File: config.mk
export PLATFORM = sky130hd
export DESIGN_NAME = uxa_ps2_busctl_mc
export DESIGN_NICKNAME = d
export VERILOG_FILES = /design/src/rtl/uxa_ps2_pkg.sv /design/src/rtl/uxa_ps2_chan_ctl.sv /design/src/rtl/uxa_ps2_busctl_mc.sv
export SDC_FILE = /design/constraint.sdc
export NUM_CORES = 1
export LEC_CHECK = 0
export BUFFER_PORTS_ARGS = -buffer_cell sky130_fd_sc_hd__buf_2
export CAP_MARGIN = 20
export CORE_MARGIN = 2
export CORE_UTILIZATION = 35
export CTS_CLUSTER_SIZE = 12
export DETAILED_ROUTE_END_ITERATION = 6
export GPL_TIMING_DRIVEN = 0
export PLACE_DENSITY_LB_ADDON = 0.25
export SLEW_MARGIN = 25
export SYNTH_ARGS = -nofsm -noshare
export SYNTH_HDL_FRONTEND = slang
export SYNTH_SLANG_ARGS = --single-unit
File: constraint.sdc
create_clock -name sys_clk_i -period 2.04 [get_ports sys_clk_i]
set_clock_uncertainty 0.2 [all_clocks]
set_input_delay 0.408 -clock sys_clk_i [delete_from_list [all_inputs] [get_ports sys_clk_i]]
set_output_delay 0.408 -clock sys_clk_i [all_outputs]
set_load 0.02 [all_outputs]
File: src/rtl/uxa_ps2_pkg.sv
// Shared definitions for the PS/2 bus controller: FSM encoding, data-word bit
// positions and the read-word formatter.
package uxa_ps2_pkg;

    typedef enum logic [1:0] {
        ST_IDLE = 2'd0,
        ST_WAIT = 2'd1,
        ST_ACK  = 2'd2
    } state_e;

    localparam int MAX_CHANNELS = 4;
    localparam int CNT_W        = 3;

    localparam int DAT_LSB   = 0;
    localparam int DAT_MSB   = 7;
    localparam int BIT_D     = 8;
    localparam int BIT_C     = 9;
    localparam int BIT_NOPOP = 15;
    localparam int BIT_EMPTY = 15;

    // Line bits read back as the level the pull-down allows (released = 1).
    function automatic logic [15:0] rd_word(input logic [7:0] q,
                                            input logic       c_oe,
                                            input logic       d_oe,
                                            input logic       empty);
        logic [15:0] w;
        w                  = '0;
        w[DAT_MSB:DAT_LSB] = q;
        w[BIT_D]           = ~d_oe;
        w[BIT_C]           = ~c_oe;
        w[BIT_EMPTY]       = empty;
        return w;
    endfunction

endpackage

File: src/rtl/uxa_ps2_chan_ctl.sv
// Per-channel line-drive and FIFO-pop registers; updated by the write strobe
// generated in the ACK cycle of the bus controller.
module uxa_ps2_chan_ctl
    import uxa_ps2_pkg::*;
(
    input  logic clk_i,
    input  logic rst_i,
    input  logic wr_i,
    input  logic c_bit_i,
    input  logic d_bit_i,
    input  logic pop_i,
    output logic c_oe_o,
    output logic d_oe_o,
    output logic rp_inc_o
);

    logic c_oe_q, d_oe_q, rp_inc_q;

    always_ff @(posedge clk_i) begin
        if (rst_i) begin
            c_oe_q   <= 1'b0;
            d_oe_q   <= 1'b0;
            rp_inc_q <= 1'b0;
        end else begin
            rp_inc_q <= pop_i;
            if (wr_i) begin
                c_oe_q <= ~c_bit_i;
                d_oe_q <= ~d_bit_i;
            end
        end
    end

    assign c_oe_o   = c_oe_q;
    assign d_oe_o   = d_oe_q;
    assign rp_inc_o = rp_inc_q;

endmodule

File: src/rtl/uxa_ps2_busctl_mc.sv
// Wishbone slave fronting CHANNELS PS/2 ports: IDLE/WAIT/ACK handshake,
// per-channel line control and FIFO pop, registered read mux.
module uxa_ps2_busctl_mc
    import uxa_ps2_pkg::*;
#(
    parameter  int CHANNELS    = 2,
    parameter  int WAIT_STATES = 1,
    localparam int AW          = (CHANNELS > 1) ? $clog2(CHANNELS) : 1
) (
    input  logic                  sys_clk_i,
    input  logic                  sys_reset_i,
    input  logic                  wb_cyc_i,
    input  logic                  wb_stb_i,
    input  logic                  wb_we_i,
    input  logic [AW-1:0]         wb_adr_i,
    input  logic [15:0]           wb_dat_i,
    output logic [15:0]           wb_dat_o,
    output logic                  wb_ack_o,
    input  logic [8*CHANNELS-1:0] fifo_q_i,
    input  logic [CHANNELS-1:0]   fifo_empty_i,
    output logic [CHANNELS-1:0]   rp_inc_o,
    output logic [CHANNELS-1:0]   c_oe_o,
    output logic [CHANNELS-1:0]   d_oe_o
);

    state_e           state_q;
    logic [CNT_W-1:0] cnt_q;
    logic [AW-1:0]    adr_q;
    logic             we_q, c_bit_q, d_bit_q, nopop_q, ack_q;
    logic [15:0]      dat_o_q;
    logic [15:0]      rd_d;
    logic [AW-1:0]    rd_adr;
    logic             req;
    logic             unused_dat;

    assign req        = wb_cyc_i & wb_stb_i;
    assign unused_dat = ^{wb_dat_i[14:10], wb_dat_i[7:0]};

    // With no wait states the read is captured straight out of IDLE, before
    // the address register has been loaded.
    assign rd_adr = (state_q == ST_IDLE) ? wb_adr_i : adr_q;

    // Addresses beyond CHANNELS match no channel and so read as zero.
    always_comb begin
        rd_d = '0;
        for (int i = 0; i < CHANNELS; i++) begin
            if (rd_adr == AW'(i))
                rd_d = rd_word(fifo_q_i[8*i +: 8], c_oe_o[i], d_oe_o[i], fifo_empty_i[i]);
        end
    end

    always_ff @(posedge sys_clk_i) begin
        if (sys_reset_i) begin
            state_q <= ST_IDLE;
            cnt_q   <= '0;
            adr_q   <= '0;
            we_q    <= 1'b0;
            c_bit_q <= 1'b0;
            d_bit_q <= 1'b0;
            nopop_q <= 1'b0;
            ack_q   <= 1'b0;
            dat_o_q <= '0;
        end else begin
            ack_q <= 1'b0;
            unique case (state_q)
                ST_IDLE: begin
                    if (req) begin
                        adr_q   <= wb_adr_i;
                        we_q    <= wb_we_i;
                        c_bit_q <= wb_dat_i[BIT_C];
                        d_bit_q <= wb_dat_i[BIT_D];
                        nopop_q <= wb_dat_i[BIT_NOPOP];
                        if (WAIT_STATES == 0) begin
                            state_q <= ST_ACK;
                            ack_q   <= 1'b1;
                            if (!wb_we_i) dat_o_q <= rd_d;
                        end else begin
                            state_q <= ST_WAIT;
                            cnt_q   <= CNT_W'(WAIT_STATES - 1);
                        end
                    end
                end
                ST_WAIT: begin
                    if (!req) begin
                        state_q <= ST_IDLE;
                        cnt_q   <= '0;
                    end else if (cnt_q == '0) begin
                        state_q <= ST_ACK;
                        ack_q   <= 1'b1;
                        if (!we_q) dat_o_q <= rd_d;
                    end else begin
                        cnt_q <= cnt_q - 1'b1;
                    end
                end
                ST_ACK:  state_q <= ST_IDLE;
                default: state_q <= ST_IDLE;
            endcase
        end
    end

    assign wb_ack_o = ack_q;
    assign wb_dat_o = dat_o_q;

    for (genvar n = 0; n < CHANNELS; n++) begin : g_chan
        logic wr, pop;
        assign wr  = ack_q & we_q & (adr_q == AW'(n));
        assign pop = wr & ~nopop_q & ~fifo_empty_i[n];

        uxa_ps2_chan_ctl u_chan (
            .clk_i    (sys_clk_i),
            .rst_i    (sys_reset_i),
            .wr_i     (wr),
            .c_bit_i  (c_bit_q),
            .d_bit_i  (d_bit_q),
            .pop_i    (pop),
            .c_oe_o   (c_oe_o[n]),
            .d_oe_o   (d_oe_o[n]),
            .rp_inc_o (rp_inc_o[n])
        );
    end

endmodule

==> out/metrics.yaml, run 1 <==
overflow: 0
setup.worst_path.start_class: "register"
tightest_slew_ns: 0.624
synth.largest_area_cell: "dfxtp_1"
core-area_um2: 3940
routed_wl_um: 3280
nets: 245
synth-seq-cells: 28
dpl.cell_count: 248
drtIter0Drc: 107
grt_max_degree: 15
syn_area_per_cell_um2: 9.31
gp_congestion: 0.707
setup_ws_ns: 0.224
clock_sink_count: 28
layout-drive-gt1-share: 0.378
timing.rr.end: "wb_dat_o[8]"
cp.required_ns: 2.01
swShare: 0.246
hpwl_um: 2500
status: "finished, final reports clean"
via_per_inst: 4.98
synth_edf_count: 0
setup.worst_path.end_class: "register"
cts_made_buffers: 3
routedWlPerCell_um: 13.1
grt_pass1_vias: 1093
port_buffers: 43
worstPathArrival_ns: 1.79
synth-seq-area-share: 0.399
grt_pass1_wl_um: 5050
cts_buffer_depth: 2
relSlewSlack: 0.584
rr_worst_depth: 6
fmax_ghz: 0.551
p_switching_uw: 243
ctsHoldBuffers: 0
crit_fanout: 10
synth_area_um2: 1410
finalHoldViolCount: 0
synthArstFlopShare: 0
yosys_warnings: 0
dr.pass1.iters: 4
leakagePower_nw: 0.756
initial_core_util: 0.357
die_area_um2: 4540
power.share.combinational: 0.135
h-tree-depth: 1
tritoncts: "done"
netlist-cell-type-count: 35
rrSetupSlack_ns: 0.22
path_class: "register to register"
ant_nets: 0
grt_usage: 0.146
post-synth-top-count-cell: "dfxtp_1"
antenna_found_initial: 0
worstHoldPathType: "primary input to register"
post-cts-setup-buffers: 0
die_height_um: 67.4
drc: 0
die_w_um: 67.4
synthTopCellsByCount: "dfxtp_1 (28), nand3_1 (13), nor2_1 (13), a21oi_1 (12), buf_4 (12)"
min_from: "fifo_empty_i[0]"
dp_slack_ns: 0.167
power_density_nw_per_um2: 567
seqPwrFrac: 0.572
vias: 1250
timing.final.setup_violations: 0
rsz0062_at_grt: "false"
synth.top_cell.area_share: 0.399
ys_top_cells_by_area: "dfxtp_1 (40%), a311oi_2 (8.5%), buf_4 (6.4%)"
final_cells: 251
rows: 23
cts-root-buf: "clkbuf_8"
area_growth_pct: 24.1
internal-power_uw: 746
antennaDiodeCount: 0
min_path_cells: 2
fin_tns_setup_ns: 0
ir_drop_v: 0.000268
hold_end: "g_chan[0].u_chan.rp_inc_o"
finalMaxSlewViolations: 0
synth_cells: 151
r2r-start: "cnt_q[0]"
synth-main-ff-cell: "dfxtp_1"
maxCapViolations: 0
p_clk_frac: 0.293
io_pins: 63
clk_pin_slew_ns: 0.09
clk_latency_ns: 0.27
fin_crit_sh: 0.890
period_minus_slack_ns: 1.82
## per-stage QoR
| stage | util | total power [mW] | hold slack (ns) | area (um2) |
|---|---|---|---|---|
| global route | 0.443 | 1.03 | 0.110 | 1750 |
| floorplan | - | 0.664 | 0.236 | 1420 |
| detailed placement | 0.431 | 0.712 | 0.259 | 1700 |
| CTS | 0.441 | 1.00 | 0.107 | 1740 |
| global placement | 0.431 | 0.711 | 0.252 | 1700 |
| finish | 0.443 | 0.989 | 0.112 | 1750 |
## worst max-delay path by stage
stage / start / end / slack (ns) / cells past startpoint
3_3_place_gp: cnt_q[0] / wb_dat_o[8] / 0.18 / 6
5_1_grt: cnt_q[0] / wb_dat_o[8] / 0.06 / 6
6_report: cnt_q[0] / wb_dat_o[8] / 0.22 / 6
4_1_cts: cnt_q[0] / wb_dat_o[8] / 0.13 / 6
2_1_floorplan: cnt_q[0] / wb_dat_o[8] / 0.43 / 6
3_5_place_dp: cnt_q[0] / wb_dat_o[8] / 0.17 / 6
## layout by cell type, fill, tap and decap left out, types with 3 or more instances in the layout
master,instances
a211oi_1,4
a21oi_1,12
a311oi_2,8
and3_1,3
buf_2,47
buf_4,12
clkbuf_1,3
clkbuf_8,3
conb_1,5
dfxtp_1,28
inv_1,4
mux2i_1,7
nand3_1,13
nor2_1,13
nor3b_1,3
o21ai_0,10
## state kept, by name, indices dropped and copies added (netlist names)
name and cells:
wb_ack_o 1, g_chan.u_chan.rp_inc_o 2, c_bit_q 1, cnt_q 3, g_chan.u_chan.d_oe_o 2, g_chan.u_chan.c_oe_o 2, nopop_q 1, adr_q 1
we_q 1, state_q 2, wb_dat_o 11, d_bit_q 1
## critical path, cell delays in order, from the launching register on
cell	delay, ns
dfxtp_1	0.33
inv_1	0.08
ha_1	0.21
nor3b_2	0.23
buf_2	0.26
nand3_1	0.13
o32ai_1	0.28
## power by group through the flow
stage	sequential, mW	combinational [mW]	clock, mW
3_5_place_dp	0.579	0.133	0
4_1_cts	0.566	0.134	0.305
2_1_floorplan	0.582	0.0818	0
6_report	0.566	0.134	0.290
5_1_grt	0.568	0.148	0.319
3_3_place_gp	0.578	0.132	0
## timing repair
| action | in CTS | in global routing |
|---|---|---|
| gates resized for setup | 0 | 1 |
| endpoints found under the hold margin | 0 | 0 |
| endpoints found under the setup margin | 0 | 1 |
## metal layers
layer,track usage,part of all wire,vias up
li1,-,-,637
met1,0.204,0.49,574
met2,0.228,0.44,37
met3,0.0267,0.067,2
met4,0.0459,0.0046,0
met5,0,0,-
## cells by family after synthesis
kind of cell,count (synthesis),synth area share
buffers and inverters,25,0.113
muxes,7,0.0498
adders and majority gates,2,0.0178
AOI/OAI and AO/OA,43,0.233
DFF,28,0.399
and+or+nand+nor,45,0.185
other,1,0.00267
## layout make-up
class / instances / area [um2]
Tap cell: 50 / 62.6
Buffer: 21 / 144
Fill cell: 411 / 2200
Clock buffer: 3 / 41.3
Inverter: 4 / 15.0
Multi-Input combinational cell: 102 / 707
Timing Repair Buffer: 43 / 215
Sequential cell: 28 / 561
No activity file was read; power rests on OpenSTA's default activity.
==> inputs of run 2 (changes only) <==
--- a/config.mk
+++ b/config.mk
@@ -5,13 +5,13 @@
 export SDC_FILE = /design/constraint.sdc
 export NUM_CORES = 1
 export LEC_CHECK = 0
-export BUFFER_PORTS_ARGS = -buffer_cell sky130_fd_sc_hd__buf_2
 export CAP_MARGIN = 20
 export CORE_MARGIN = 2
 export CORE_UTILIZATION = 35
 export CTS_CLUSTER_SIZE = 12
 export DETAILED_ROUTE_END_ITERATION = 6
-export GPL_TIMING_DRIVEN = 0
+export DONT_BUFFER_PORTS = 1
+export GPL_TIMING_DRIVEN = 1
 export PLACE_DENSITY_LB_ADDON = 0.25
 export SLEW_MARGIN = 25
 export SYNTH_ARGS = -nofsm -noshare
==> out/metrics.yaml, run 2 (synthesis gave the netlist of run 1 again) <==
status: "finished, final reports clean"
multi_input_area_um2: 702  # -0.71%
setup.worst_path.end_class: "register"
routed_wl_um: 3280  # about the same
die_area_um2: 4540  # unchanged
met2_length_um: 1490  # +3.2%
antenna_found_initial: 0  # unchanged
period_minus_slack_ns: 1.81  # -0.00255 ns
area_growth_pct: 4.18
hold_end: "cnt_q[1]"
largest_register_ff_count: 11  # unchanged
r2r-start: "cnt_q[0]"
final_common_cell: "dfxtp_1"
top_layer_used: "met4"
path_class: "register to register"
layout-drive-gt1-share: 0.130  # -0.248
rr_worst_depth: 6  # unchanged
cts_made_buffers: 3  # unchanged
fin_tns_setup_ns: 0  # unchanged
rrSetupSlack_ns: 0.23  # about the same
timing.rr.end: "wb_dat_o[4]"
tightest_slew_ns: 1.03  # +0.404 ns
worstHoldPathType: "primary input to register"
grt_pass1_wl_um: 4860  # -3.8%
wl_met1_um: 1460  # -8.3%
power_density_nw_per_um2: 684  # +21%
vias: 1087  # -13%
ir_drop_v: 0.000448  # +68%
fmax_ghz: 0.551  # +0.14%
hpwl_um: 2340  # -6.4%
rsz0062_at_grt: "false"
drtIter0Drc: 20  # -81%
timing.final.setup_violations: 0  # unchanged
drc: 0  # unchanged
clock_sink_count: 28  # unchanged
clk_latency_ns: 0.27  # about the same
fin_crit_sh: 0.889  # -0.00125
port_buffers: 0  # -100%
io_pins: 63  # unchanged
final_area_um2: 1470  # -16%
tritoncts: "done"
relSlewSlack: 0.312  # -0.272
gp_congestion: 0.786  # +11%
cp.required_ns: 1.96  # -0.05 ns
met3_length_um: 308  # +41%
core-area_um2: 3940  # unchanged
routedWlPerCell_um: 16.7  # +28%
overflow: 0  # unchanged
dr.pass1.iters: 4  # unchanged
nets: 189  # -23%
fillers: 396  # -3.6%
via_per_inst: 5.55  # +11%
min_path_cells: 1  # -1
finish.utilization: 0.372  # -0.0711
min_from: "sys_reset_i"
clk_pin_slew_ns: 0.09  # about the same
most-common-layout-cells: "dfxtp_1 (28), nor2_1 (13), nand3_1 (13)"
setup.worst_path.start_class: "register"
die_w_um: 67.4  # unchanged
antennaDiodeCount: 0  # unchanged
cts_buffer_depth: 2  # unchanged
crit_fanout: 11  # +1
grt_max_degree: 23  # +8
ant_nets: 0  # unchanged
whs_ns: 0.0376  # -0.0742 ns
worstPathArrival_ns: 1.73  # -0.06 ns
rows: 23  # unchanged
grt_usage: 0.143  # -0.00340
post_dp_cell_area_um2: 1370  # -19%
cts-root-buf: "clkbuf_8"
finalHoldViolCount: 0  # unchanged
maxCapViolations: 0  # unchanged
grt_pass1_vias: 1006  # -8.0%
seqCellArea_um2: 561  # unchanged
initial_core_util: 0.357  # unchanged
finalMaxSlewViolations: 0  # unchanged
die_height_um: 67.4  # unchanged
leakagePower_nw: 0.504  # -33%
cts_resized: 0  # unchanged
h-tree-depth: 1  # unchanged
-- run 2: cell count changes in the layout (fill, tap and decap cells not counted), sizes merged --
| cell | change |
|---|---|
| buf | -57 |
| clkbuf | -2 |
| dlygate4sd3 | +4 |
-- run 2: power breakdown --
part	total, mW	switching (mW)	leakage [nW]	internal (mW)
clock network	0.339	0.166	0.0288	0.173
registers	0.572	0.0156	0.227	0.557
logic	0.0914	0.0583	0.248	0.0331
total	1.00	0.240	0.504	0.763
-- run 2: how the worst max path moves through the flow --
stage / startpoint / to / slack (ns)
detailed placement: state_q[1] / wb_dat_o[9] / 0.28
floorplan: cnt_q[0] / wb_dat_o[8] / 0.43
global route: cnt_q[0] / wb_dat_o[4] / 0.14
CTS: cnt_q[0] / wb_dat_o[4] / 0.25
global placement: cnt_q[0] / wb_dat_o[3] / 0.32
finish: cnt_q[0] / wb_dat_o[4] / 0.23
-- run 2: final cells by class --
| cell class | instances | share of cell area |
|---|---|---|
| tap | 50 | 0.0427 |
| inverter | 4 | 0.0102 |
| timing repair buffer | 8 | 0.0478 |
| multi-input combinational | 102 | 0.479 |
| sequential | 28 | 0.383 |
| clock buffer | 4 | 0.0376 |
-- run 2: metal layers --
metal  vias up  GRT usage
li1        526          -
met5         -          0
met1       509      0.170
met3         4     0.0500
met4         0     0.0230
met2        48      0.250
-- run 2: timing repair --
item | 4_1_cts | 5_1_grt
buffers inserted | 0 | 0
hold buffers | 4 | 0
endpoints found under the hold margin | 24 | 0
-- run 2: critical path, cell delays in order (launching register included) --
cell      delay [ns]
dfxtp_1         0.33
inv_1           0.08
ha_1            0.20
nor3b_1         0.23
buf_4           0.23
and2_4          0.27
a311oi_2        0.12
-- run 2: per-stage QoR --
step | power [mW] | instances | worst slack [ns]
after global routing | 1.04 | 196 | 0.135
final | 1.00 | 196 | 0.227
after detailed placement | 0.661 | 188 | 0.279
after floorplan | 0.664 | 155 | 0.431
after CTS | 1.02 | 196 | 0.245
after global placement | 0.658 | 188 | 0.319
==> inputs of run 3 (changes only) <==
--- a/config.mk
+++ b/config.mk
@@ -16,4 +16,5 @@
 export SLEW_MARGIN = 25
 export SYNTH_ARGS = -nofsm -noshare
 export SYNTH_HDL_FRONTEND = slang
+export SYNTH_HIERARCHICAL = 1
 export SYNTH_SLANG_ARGS = --single-unit
==> out/metrics.yaml, run 3 <==
via_per_inst: 5.47  # -1.3%
min_path_cells: 1  # unchanged
routedWlPerCell_um: 16.5  # -1.3%
p_clk_frac: 0.398  # +0.060
crit_fanout: 5  # -6
syn_area_per_cell_um2: 9.75  # +4.7%
finalMaxSlewViolations: 0  # unchanged
power.share.combinational: 0.078  # -0.013
worstHoldPathType: "primary input to register"
relSlewSlack: 0.638  # +0.325
top_layer_used: "met4"
die_height_um: 67.6  # +0.24%
dr.pass1.iters: 4  # unchanged
clock_sink_count: 28  # unchanged
clk_pin_slew_ns: 0.10  # about the same
setup_ws_ns: 0.206  # -0.0206 ns
hold_end: "cnt_q[1]"
hpwl_um: 2390  # +2.2%
dp_slack_ns: 0.210  # -0.0688 ns
power_density_nw_per_um2: 737  # +7.8%
grt_pass1_wl_um: 5220  # +7.4%
ys_top_cells_by_area: "dfxtp_1 (40%), a311oi_2 (6.4%), mux2i_1 (3.5%)"
drtIter0Drc: 68  # +240%
met2_length_um: 1490  # about the same
io_pins: 63  # unchanged
synthTopCellsByCount: "dfxtp_1 (28), nor2_1 (13), nand3_1 (10), o21ai_0 (9), a21oi_1 (7)"
synth.largest_area_cell: "dfxtp_1"
fillers: 383  # -3.3%
tightest_slew_ns: 0.544  # -0.485 ns
die_area_um2: 4560  # +0.49%
h-tree-depth: 1  # unchanged
maxCapViolations: 0  # unchanged
synth_area_um2: 1410  # +0.53%
path_class: "register to register"
grt_max_degree: 25  # +8.7%
tritoncts: "done"
antennaDiodeCount: 0  # unchanged
largest_register_ff_count: 11  # unchanged
period_minus_slack_ns: 1.83  # +0.0206 ns
fin_crit_sh: 0.899  # +0.0101
fin_tns_setup_ns: 0  # unchanged
routed_wl_um: 3200  # -2.3%
synth_cells: 145  # -4.0%
worstPathArrival_ns: 1.77  # +0.04 ns
gp_congestion: 0.762  # -3.1%
min_from: "sys_reset_i"
timing.rr.end: "cnt_q[0]"
cts-root-buf: "clkbuf_8"
leakagePower_nw: 0.512  # +1.7%
cts_made_buffers: 3  # unchanged
grt_usage: 0.152  # +0.00925
ant_nets: 0  # unchanged
synth-main-ff-cell: "dfxtp_1"
layout-drive-gt1-share: 0.181  # +0.0504
status: "finished, final reports clean"
final_common_cell: "dfxtp_1"
internal-power_uw: 849  # +11%
initial_core_util: 0.359  # +0.00190
fin_total_pwr_mw: 1.09  # +9.2%
rows: 23  # unchanged
grt_pass1_vias: 1088  # +8.2%
area_growth_pct: 4.96
final_cells: 194  # -1.0%
wl_met1_um: 1340  # -8.3%
rsz0062_at_grt: "false"
port_buffers: 0  # unchanged
finalHoldViolCount: 0  # unchanged
r2r-start: "cnt_q[0]"
p_switching_uw: 245  # +2.3%
core-area_um2: 3940  # unchanged
cp.required_ns: 1.98  # +0.02 ns
ir_drop_v: 0.000377  # -16%
post-synth-top-count-cell: "dfxtp_1"
setup.worst_path.end_class: "register"
clk_latency_ns: 0.27  # about the same
fmax_ghz: 0.545  # -1.1%
seqPwrFrac: 0.524  # -0.047
synth-seq-area-share: 0.396  # -0.00212
netlist-cell-type-count: 39  # +11%
setup.worst_path.start_class: "register"
cts_buffer_depth: 2  # unchanged
swShare: 0.224  # -0.0150
synthArstFlopShare: 0  # unchanged
overflow: 0  # unchanged
synth-seq-cells: 28  # unchanged
synth.top_cell.area_share: 0.396  # -0.00212
most-common-layout-cells: "dfxtp_1 (28), nor2_1 (13), nand3_1 (10)"
die_w_um: 67.6  # +0.24%
synth_edf_count: 0  # unchanged
dpl.cell_count: 188  # unchanged
rrSetupSlack_ns: 0.21  # -0.02 ns
timing.final.setup_violations: 0  # unchanged
rr_worst_depth: 5  # -1
antenna_found_initial: 0  # unchanged
nets: 187  # -1.1%
yosys_warnings: 6  # +6
drc: 0  # unchanged
met3_length_um: 351  # +14%
vias: 1062  # -2.3%
## run 3: changes by cell type in the layout (fill, tap and decap cells not counted), moves of 2 or more
cell,change
nor2b_1,+2
nand3_1,-3
a21oi_2,+5
o32ai_1,-2
o31ai_1,+2
a311oi_2,-2
a211o_2,+2
a311oi_1,+2
mux2i_1,-2
a21oi_1,-5
dlygate4sd3_1,-3
a211oi_1,+2
## run 3: power groups by stage
stage	clock, mW	sequential (mW)	combinational, mW
after floorplan	0	0.583	0.0814
after detailed placement	0	0.586	0.0743
final	0.436	0.573	0.0858
after CTS	0.444	0.573	0.0845
after global placement	0	0.586	0.0713
after global routing	0.471	0.576	0.0955
## run 3: layout make-up
cell class / instances / area, um2 / area share
flip-flops and latches: 28 / 561 / 0.378
well taps: 50 / 62.6 / 0.0422
multi-input cells: 102 / 733 / 0.494
clock buffers: 3 / 41.3 / 0.0278
inverters: 5 / 18.8 / 0.0126
clock inverters: 1 / 30.0 / 0.0202
repair buffers: 5 / 37.5 / 0.0253
## run 3: logic make-up (layout without fill, tap and decap cells)
family | count (synthesis) | count (layout) | synth area share
muxes | 5 | 5 | 0.0354
adders and majority gates | 2 | 2 | 0.0177
DFF | 28 | 28 | 0.396
buffers and inverters | 19 | 14 | 0.0956
and+or+nand+nor | 42 | 42 | 0.181
AOI/OAI and AO/OA | 48 | 48 | 0.271
other | 1 | 5 | 0.00265
## run 3: per-layer routing
layer	track usage	vias up
met4	0.0230	0
met5	0	-
met2	0.272	40
met3	0.0617	2
li1	-	525
met1	0.171	495
## run 3: worst max-delay path by stage
stage	from	endpoint	slack, ns	cells after the start
2_1_floorplan	cnt_q[0]	cnt_q[0]	0.41	5
3_5_place_dp	cnt_q[0]	cnt_q[0]	0.21	5
6_report	cnt_q[0]	cnt_q[0]	0.21	5
4_1_cts	cnt_q[0]	cnt_q[0]	0.16	5
3_3_place_gp	cnt_q[0]	cnt_q[0]	0.26	5
5_1_grt	cnt_q[0]	cnt_q[0]	0.11	5
## run 3: per-stage QoR
step | hold slack [ns] | utilization | instance area (um2)
after floorplan | 0.234 | - | 1430
after CTS | 0.000637 | 0.375 | 1480
after global routing | 0.0343 | 0.376 | 1480
final | 0.0413 | 0.376 | 1480
after global placement | 0.264 | 0.354 | 1400
after detailed placement | 0.266 | 0.354 | 1400
## run 3: worst max-delay path, stage by stage, from the launching register on
cell and delay (ns):
dfxtp_1 0.37, inv_1 0.08, ha_1 0.25, and4b_1 0.21, a211oi_1 0.44, a211oi_1 0.14
## run 3: what timing repair did
action / CTS / global route
endpoints found under the hold margin: 24 / 1
setup buffers: 0 / 0
resized for setup: 0 / 0
hold buffers: 1 / 1
